<file path="src/rtl/piso_serializer_if.sv">
// ---------------------------------------------------------------------------
// piso_serializer_if
//   Bundles the parallel-word handshake and the serial-side outputs of
//   piso_serializer.
//
//   Handshake: a word transfers on a rising clk edge where pi_valid and
//   pi_ready are both 1. Upstream raises pi_valid with pi_data and holds both
//   until that edge; pi_ready never depends on pi_valid, and pi_data is only
//   sampled on the transfer edge.
//
//   Signals
//     pi_data   [WIDTH]  parallel word (upstream -> serializer)
//     pi_valid           upstream has a word
//     pi_ready           serializer takes a word this cycle
//     so                 serial data bit
//     so_en              so carries a valid data bit
//     sof / eof          first / last bit of a word
//     busy               serializer is in SHIFT or GAP
//     dbg_state  [2]     FSM state (0 IDLE, 1 SHIFT, 2 GAP) for observation
//
//   Modports: master = upstream/observer side, slave = serializer side.
// ---------------------------------------------------------------------------
interface piso_serializer_if #(
   parameter int WIDTH = 4
);
   logic [WIDTH-1:0] pi_data;
   logic             pi_valid;
   logic             pi_ready;
   logic             so;
   logic             so_en;
   logic             sof;
   logic             eof;
   logic             busy;
   logic [1:0]       dbg_state;

   modport master (
      output pi_data, pi_valid,
      input  pi_ready, so, so_en, sof, eof, busy, dbg_state
   );

   modport slave (
      input  pi_data, pi_valid,
      output pi_ready, so, so_en, sof, eof, busy, dbg_state
   );
endinterface

</file>
<file path="src/rtl/piso_serializer.sv">
// ---------------------------------------------------------------------------
// piso_serializer
//   Parallel-in serial-out serializer feeding the 4-bit SIPO shift register.
//   Takes a WIDTH-bit word over a valid/ready handshake and shifts it out one
//   bit per clk, MSB first (or LSB first when LSB_FIRST=1), with sof/eof frame
//   markers and an optional GAP-cycle idle gap after each word.
//
//   Ports
//     clk   rising-edge clock
//     clr   asynchronous active-low reset (0 = reset)
//     bus   piso_serializer_if.slave: pi_data/pi_valid in, pi_ready, so,
//           so_en, sof, eof, busy and dbg_state out
//
//   Parameters
//     WIDTH      word width, 2..16
//     LSB_FIRST  0: MSB first, 1: LSB first
//     GAP        idle cycles forced after each word, 0..15
// ---------------------------------------------------------------------------
module piso_serializer #(
   parameter int WIDTH     = 4,
   parameter int LSB_FIRST = 0,
   parameter int GAP       = 0
) (
   input logic              clk,
   input logic              clr,
   piso_serializer_if.slave bus
);

   typedef enum logic [1:0] {
      ST_IDLE  = 2'd0,
      ST_SHIFT = 2'd1,
      ST_GAP   = 2'd2
   } state_t;

   localparam logic [3:0] CNT_LOAD = 4'(WIDTH - 1);
   // GAP cycles are counted GAP-1 down to 0; unused when GAP=0.
   localparam logic [3:0] GAP_LOAD = (GAP > 0) ? 4'(GAP - 1) : 4'd0;

   state_t           state;
   state_t           state_nxt;
   logic [WIDTH-1:0] shreg;
   logic [3:0]       bit_cnt;
   logic [3:0]       gap_cnt;

   logic             ready;
   logic             accept;
   logic             last_bit;
   logic             so_en_c;
   logic             so_c;
   logic             sof_c;
   logic             busy_c;

   // State register
   always_ff @(posedge clk or negedge clr) begin
      if (!clr) begin
         state <= ST_IDLE;
      end else begin
         state <= state_nxt;
      end
   end

   // Next-state logic
   always_comb begin
      state_nxt = state;
      case (state)
         ST_IDLE: begin
            if (accept) state_nxt = ST_SHIFT;
         end
         ST_SHIFT: begin
            if (last_bit) begin
               if (GAP > 0)     state_nxt = ST_GAP;
               else if (accept) state_nxt = ST_SHIFT;  // back-to-back reload
               else             state_nxt = ST_IDLE;
            end
         end
         ST_GAP: begin
            if (gap_cnt == 4'd0) state_nxt = ST_IDLE;
         end
         default: state_nxt = ST_IDLE;
      endcase
   end

   // Output logic. Outputs decode from registered state/shift register, so a
   // reset clears them at once without waiting for clk.
   always_comb begin
      so_en_c  = (state == ST_SHIFT);
      last_bit = so_en_c && (bit_cnt == 4'd0);
      sof_c    = so_en_c && (bit_cnt == CNT_LOAD);
      busy_c   = (state != ST_IDLE);
      so_c     = 1'b0;
      if (so_en_c) begin
         so_c = (LSB_FIRST != 0) ? shreg[0] : shreg[WIDTH-1];
      end
      // With no gap the next word may load during the eof cycle.
      ready    = (state == ST_IDLE) || (last_bit && (GAP == 0));
      accept   = bus.pi_valid && ready;
   end

   // Datapath: shift register, bit counter and gap counter
   always_ff @(posedge clk or negedge clr) begin
      if (!clr) begin
         shreg   <= '0;
         bit_cnt <= 4'd0;
         gap_cnt <= 4'd0;
      end else begin
         if (accept) begin
            shreg   <= bus.pi_data;
            bit_cnt <= CNT_LOAD;
         end else if (so_en_c && !last_bit) begin
            shreg   <= (LSB_FIRST != 0) ? {1'b0, shreg[WIDTH-1:1]}
                                        : {shreg[WIDTH-2:0], 1'b0};
            bit_cnt <= bit_cnt - 4'd1;
         end

         if (last_bit) begin
            gap_cnt <= GAP_LOAD;
         end else if ((state == ST_GAP) && (gap_cnt != 4'd0)) begin
            gap_cnt <= gap_cnt - 4'd1;
         end
      end
   end

   assign bus.pi_ready  = ready;
   assign bus.so        = so_c;
   assign bus.so_en     = so_en_c;
   assign bus.sof       = sof_c;
   assign bus.eof       = last_bit;
   assign bus.busy      = busy_c;
   assign bus.dbg_state = state;

endmodule

</file>
<file path="src/flat_wrapper.sv">
// flat-port wrapper written by rule: the top's interface ports become plain ports
module piso_serializer_flat 
#(
   parameter int WIDTH     = 4,
   parameter int LSB_FIRST = 0,
   parameter int GAP       = 0
)
  (clk, clr, bus_pi_data, bus_pi_valid, bus_pi_ready, bus_so, bus_so_en, bus_sof, bus_eof, bus_busy, bus_dbg_state);
  piso_serializer_if #(.WIDTH(WIDTH)) bus_i ();
  input logic clk;
  input logic clr;
  input wire logic [$bits(bus_i.pi_data)-1:0] bus_pi_data;
  input wire logic [$bits(bus_i.pi_valid)-1:0] bus_pi_valid;
  output wire logic [$bits(bus_i.pi_ready)-1:0] bus_pi_ready;
  output wire logic [$bits(bus_i.so)-1:0] bus_so;
  output wire logic [$bits(bus_i.so_en)-1:0] bus_so_en;
  output wire logic [$bits(bus_i.sof)-1:0] bus_sof;
  output wire logic [$bits(bus_i.eof)-1:0] bus_eof;
  output wire logic [$bits(bus_i.busy)-1:0] bus_busy;
  output wire logic [$bits(bus_i.dbg_state)-1:0] bus_dbg_state;
  assign bus_i.pi_data = bus_pi_data;
  assign bus_i.pi_valid = bus_pi_valid;
  assign bus_pi_ready = bus_i.pi_ready;
  assign bus_so = bus_i.so;
  assign bus_so_en = bus_i.so_en;
  assign bus_sof = bus_i.sof;
  assign bus_eof = bus_i.eof;
  assign bus_busy = bus_i.busy;
  assign bus_dbg_state = bus_i.dbg_state;
  piso_serializer #(.WIDTH(WIDTH), .LSB_FIRST(LSB_FIRST), .GAP(GAP)) u_core (.clk(clk), .clr(clr), .bus(bus_i));
endmodule
</file>
<file path="config.mk">
export PLATFORM = sky130hd
export DESIGN_NAME = piso_serializer_flat
export DESIGN_NICKNAME = d
export VERILOG_FILES = /design/src/rtl/piso_serializer_if.sv /design/src/rtl/piso_serializer.sv /design/src/flat_wrapper.sv
export SDC_FILE = /design/constraint.sdc
export NUM_CORES = 1
export LEC_CHECK = 0
export ABC_AREA = 1
export BUFFER_PORTS_ARGS = -buffer_cell sky130_fd_sc_hd__buf_2
export CORE_MARGIN = 3
export CORE_UTILIZATION = 25
export DETAILED_ROUTE_END_ITERATION = 6
export SETUP_SLACK_MARGIN = 0.02
export SLEW_MARGIN = 20
export SYNTH_ARGS = -nofsm -noshare
export SYNTH_HDL_FRONTEND = slang
export SYNTH_SLANG_ARGS = --single-unit
</file>
<file path="constraint.sdc">
create_clock -name clk -period 2.2 [get_ports clk]
set_clock_uncertainty 0.15 [all_clocks]
set_input_delay 0.22 -clock clk [delete_from_list [all_inputs] [get_ports clk]]
set_output_delay 0.22 -clock clk [all_outputs]
set_load 0.05 [all_outputs]
</file>
==> results of run 1 <==
## worst reg2reg max path, cell delays in order (launching register included)
cell and delay (ns):
dfrtp_1 0.41, inv_1 0.06, ha_1 0.21, nand2_2 0.14
nand2_8 0.10, inv_2 0.13, nand2_2 0.06, o21ai_2 0.05
inv_1 0.04
## where the power goes
part           switching [uW]  internal, uW  leakage (uW)
sequential               62.7           238      0.000111
clock                    57.5          69.9     0.0000150
combinational             416           175      0.000235
## sequential cells by signal, summed over array words and instances, names as in the netlist
name and flops:
u_core.bit_cnt 4, u_core.bus.dbg_state 1, u_core.shreg 4
## kinds of logic after synthesis
kind of cell             count (synthesis)  synth area share (%)
AND/OR/NAND/NOR                         37                  35.8
buffers and inverters                   13                  12.2
flip-flops                               9                  42.4
AO/OA/AOI/OAI                            2                  2.59
adder cells (fa/ha/maj)                  2                  4.71
XOR/XNOR                                 1                  1.65
other                                    1                 0.705
## through the flow
step	utilization, %	power (uW)	cells	hold slack, ns	cell area, um^2
after CTS	32.5	1030	107	0.0446	644
after floorplan	-	797	65	-0.226	532
final	32.5	1020	107	0.0486	644
after detailed placement	30.7	899	102	-0.0634	608
after global placement	30.7	893	102	-0.0655	608
after global routing	32.5	1110	107	0.0665	644
## worst min-delay path by stage
stage / start / endpoint / slack [ns]
finish: bus_pi_data[0] / u_core.shreg[0] / 0.05
floorplan: clr / u_core.bit_cnt[0] / -0.23
detailed placement: clr / u_core.bit_cnt[0] / -0.06
global route: bus_pi_data[1] / u_core.shreg[1] / 0.07
CTS: bus_pi_data[0] / u_core.shreg[0] / 0.04
global placement: clr / u_core.bit_cnt[0] / -0.07
## cells in the mapped netlist
cell type	count	share of area [%]
nand2_1	18	13
nand3_1	11	10
dfrtp_1	9	42
inv_1	8	5.6
nor2_1	4	2.8
buf_4	3	4.2
ha_1	2	4.7
nand2_2	2	2.4
nand2_8	2	7.5
clkinv_4	1	1.6
conb_1	1	0.71
inv_2	1	0.71
o21ai_1	1	0.94
o21ai_2	1	1.6
xor2_1	1	1.6
## layout make-up
cell class | count | area (um^2) | share of cell area [%]
clock buffers | 4 | 26.3 | 4.08
inverters | 10 | 42.5 | 6.60
multi-input cells | 43 | 241 | 37.5
flip-flops and latches | 9 | 225 | 35.0
repair buffers | 14 | 75.1 | 11.7
well taps | 27 | 33.8 | 5.24
## routing by layer
layer | global-route usage (%) | share of wire [%] | wire length, um
met4 | 6.55 | 0 | 0
met2 | 12.8 | 48 | 453
met3 | 2.58 | 6.5 | 62
met5 | 0 | 0 | 0
met1 | 9.12 | 46 | 438
## placed cells by master (no fill, tap or decap), types with 2 or more instances in the layout
master | synthesis | layout
inv_1 | 8 | 8
nand2_2 | 2 | 2
nand2_8 | 2 | 2
nand2_1 | 18 | 18
nand3_1 | 11 | 11
clkbuf_4 | 0 | 3
dfrtp_1 | 9 | 9
ha_1 | 2 | 2
buf_2 | 0 | 13
nor2_1 | 4 | 4
## what timing repair did
| action | in CTS | in global routing |
|---|---|---|
| hold endpoints to repair | 9 | 0 |
| hold buffers | 1 | 0 |
| resized for setup | 0 | 0 |
==> results.yml, run 1 <==
die:
  die_area_um2: 2720
  dieWidth_um: 52.1
  core_area_um2: 1980
  io_pins: 15
  die-height_um: 52.1
  row_count: 16
  initial_core_util_pct: 26.8
worst_setup_path:
  r2r_end: "u_core.bit_cnt[1]"
  worstSetupStartpointType: "register"
  crit_family: "buffers and inverters"
  rrSetupSlack_ns: 0.75
  crit_end: "bus_pi_ready"
  critPathBufInv: 2
  worstSetupPathType: "reg -> out"
  startpoint: "u_core.bit_cnt[0]"
  endpoint_kind: "primary output"
  crit_fanout: 9
  cpPeakStageDelay_ns: 0.38
  crit_arrival_ns: 1.49
  r2r_start: "u_core.bit_cnt[1]"
  worst-path-stages: 5
  slowest_stage: "dfrtp_1"
  critPathRequiredTime_ns: 1.83
  ff2ff_path_depth: 8
  crit_chain: "inv_1 -> ha_1 -> nand2_2 -> nand2_8 -> buf_2"
detailed_routing:
  viasPerCell: 4.10
  drc: 0
  totalWireLength_um: 953
  vias: 439
  antenna_left: 0
  dr.first_iter.drc_count: 8
  wl_per_cell_um: 8.91
  drt_first_pass_iters: 3
yosys:
  ys_warn_count: 0
  ys_seq_area_share_pct: 42.4
  synth.net_count: 74
  ys_seq_elements: 9
  avgSynthCellArea_um2: 8.18
  syn_area_um2: 532
  ys_types: 15
  syn_inst: 65
run:
  drv_cap: 0
sta:
  period_minus_slack_ns: 1.86
  finalSetupTns_ns: 0
  report.final.slew_viol_count: 0
  setup_violations: 0
  setup_ws_ns: 0.342
  rsz0062_at_grt: "false"
  timing_hold_violations_final: 0
  timing.final.crit_share_pct: 84.5
  fmax_ghz: 0.538
hold_path:
  hold_depth: 3
  hold_path.class: "in -> reg"
clock_network:
  cts_buffers: 3
  clock_sinks: 9
  cts_tree: "yes"
  post_cts_buffers: 0
  ctsHtreeMaxLevel: 1
  insertion_delay_ns: 0.26
  cts_buffer_depth: 2
  root_buffer: "clkbuf_4"
  clkTransAtPathRegs_ns: 0.06
placement:
  dp_worst_setup_slack_ns: 0.610
  place_congestion: 0.837
  port-buffer-count: 13
  hpwl_um: 768
pwr:
  p_leak_uw: 0.000361
  powerDensity_nw_per_um2: 1580
  peakVddDrop_mv: 0.514
final_layout:
  syn_to_final_growth_pct: 21.2
  fillCellCount: 217
  drive_above_1_share_pct: 28.7
  antenna_cells: 0
  fin_nets: 90
global_route:
  grt_pass1_vias: 382
  grt_pass1_wl_um: 1600
  grt-ovfl-total: 0
  grt_max_degree: 10
  antenna_found_initial: 0
  globalRouteTotalUtil_pct: 8.21
status:
  status: "complete, no violations"
Note: power is estimated with default switching activity, not from simulation.
==> run 2, diff against run 1 <==
==> constraint.sdc (replaced) <==
create_clock -name clk -period 1.9 [get_ports clk]
set_clock_uncertainty 0.15 [all_clocks]
set_input_delay 0.19 -clock clk [delete_from_list [all_inputs] [get_ports clk]]
set_output_delay 0.19 -clock clk [all_outputs]
set_load 0.05 [all_outputs]
==> run 2 against run 1 <==
Sequential share of layout area decreased by 0.14 points. Via count unchanged. Cell area is 0.39% higher. Flip-flop and latch count stayed put. Utilization up 0.13 points. Setup slack lost 0.23 ns. Power increased by 17%. Global-route usage is the same. Wire length unchanged. Register-to-register slack worse by 0.30 ns. Non-clock buffer count stayed put. Critical path type unchanged.
==> results.yml, run 2 (synthesis results as in run 1) <==
status:
  status: "complete, no violations"
final_layout:
  antenna_cells: 0
  layout_commonest_cell: "nand2_1"
  design_area_um2: 647
  fin_nets: 90
  drive_above_1_share_pct: 28.7
  layout_common_cells: "18 x nand2_1, 12 x buf_2, 11 x nand3_1"
  syn_to_final_growth_pct: 21.6
global_route:
  antenna_found_initial: 0
  grt_pass1_vias: 382
  globalRouteTotalUtil_pct: 8.21
  grt-ovfl-total: 0
  grt_max_degree: 10
  grt_pass1_wl_um: 1600
sta:
  timing.final.crit_share_pct: 94.3
  fmax_ghz: 0.558
  timing_hold_violations_final: 0
  period_minus_slack_ns: 1.79
  setup_ws_ns: 0.109
  report.final.slew_viol_count: 0
  setup_violations: 0
  rsz0062_at_grt: "false"
worst_setup_path:
  slowest_stage: "dfrtp_1"
  crit_arrival_ns: 1.45
  crit_chain: "inv_1 -> ha_1 -> nand2_2 -> nor2_1 -> buf_2"
  cpPeakStageDelay_ns: 0.38
  crit_family: "buffers and inverters"
  critPathBufInv: 2
  worstSetupPathType: "reg -> out"
  worstSetupStartpointType: "register"
  critPathRequiredTime_ns: 1.56
  endpoint_kind: "primary output"
  crit_fanout: 5
placement:
  dpl-instance-area_um2: 608
  dp_worst_setup_slack_ns: 0.340
  hpwl_um: 768
  place_congestion: 0.837
  port-buffer-count: 13
clock_network:
  cts_tree: "yes"
  clock_sinks: 9
  post_cts_buffers: 0
  root_buffer: "clkbuf_4"
  insertion_delay_ns: 0.26
  cts_buffers: 3
  cts_buffer_depth: 2
  ctsHtreeMaxLevel: 1
  clkTransAtPathRegs_ns: 0.06
die:
  die_area_um2: 2720
  dieWidth_um: 52.1
  die-height_um: 52.1
  io_pins: 15
  initial_core_util_pct: 26.8
  core_area_um2: 1980
  row_count: 16
pwr:
  p_leak_uw: 0.000361
  peakVddDrop_mv: 0.597
  fin_total_pwr_uw: 1190
  powerDensity_nw_per_um2: 1840
run:
  drv_cap: 0
detailed_routing:
  dr.first_iter.drc_count: 8
  drt_first_pass_iters: 3
  totalWireLength_um: 953
  vias: 439
  wl_per_cell_um: 8.91
  drc: 0
  viasPerCell: 4.10
  antenna_left: 0
hold_path:
  hold_path.class: "in -> reg"
-- run 2: cell counts in the layout (fill, tap and decap cells not counted) --
Identical to the previous run, type by type.
-- run 2: worst register-to-register path, delay by kind of cell, from the launching register on --
family | cells | cell delay [ns]
adders and majority gates | 1 | 0.21
DFF | 1 | 0.41
buffers and inverters | 3 | 0.23
AOI/OAI and AO/OA | 1 | 0.05
and+or+nand+nor | 3 | 0.30
-- run 2: power breakdown --
group,switching [uW],total [uW],internal (uW)
clock,66.6,147,80.9
combinational,483,692,209
sequential,72.6,349,276
total,622,1190,566
-- run 2: repair_timing --
item,CTS,global route
setup endpoints to repair,0,1
hold buffers,1,0
hold endpoints to repair,9,0
resized for setup,0,2
-- run 2: layout make-up --
class / instances / area (um^2)
Multi-Input combinational cell: 43 / 241
Timing Repair Buffer: 14 / 77.6
Fill cell: 218 / 1340
Sequential cell: 9 / 225
Tap cell: 27 / 33.8
Clock buffer: 4 / 26.3
Inverter: 10 / 42.5
-- run 2: per-layer routing --
layer / GRT usage, % / up-vias / wire, um
li1: - / 229 / -
met1: 9.12 / 200 / 437
met2: 12.8 / 10 / 453
met3: 2.58 / 0 / 62
met4: 6.55 / 0 / 0
met5: 0 / - / 0
-- run 2: path summary, 6_finish.rpt --
path	depth (start not counted)	slack (ns)	to	from
hold reg to reg	2	0.32	u_core.shreg[0]	u_core.shreg[0]
max in group asynchronous	2	1.26	u_core.bit_cnt[2]	clr
setup reg to reg	8	0.45	u_core.bit_cnt[1]	u_core.bit_cnt[1]
min in group asynchronous	2	0.16	u_core.bus.dbg_state[0]	clr
setup / recovery	5	0.11	bus_eof	u_core.bit_cnt[0]
hold / removal	3	0.02	u_core.shreg[0]	bus_pi_data[0]
-- run 2: through the flow --
step           instances  util, %  setup TNS (ns)  hold WS (ns)
6_report             107     32.6               0        0.0186
3_3_place_gp         102     30.7               0       -0.0955
4_1_cts              107     32.5               0        0.0146
2_1_floorplan         65        -         -0.0137        -0.256
5_1_grt              107     32.6               0        0.0365
3_5_place_dp         102     30.7               0       -0.0934
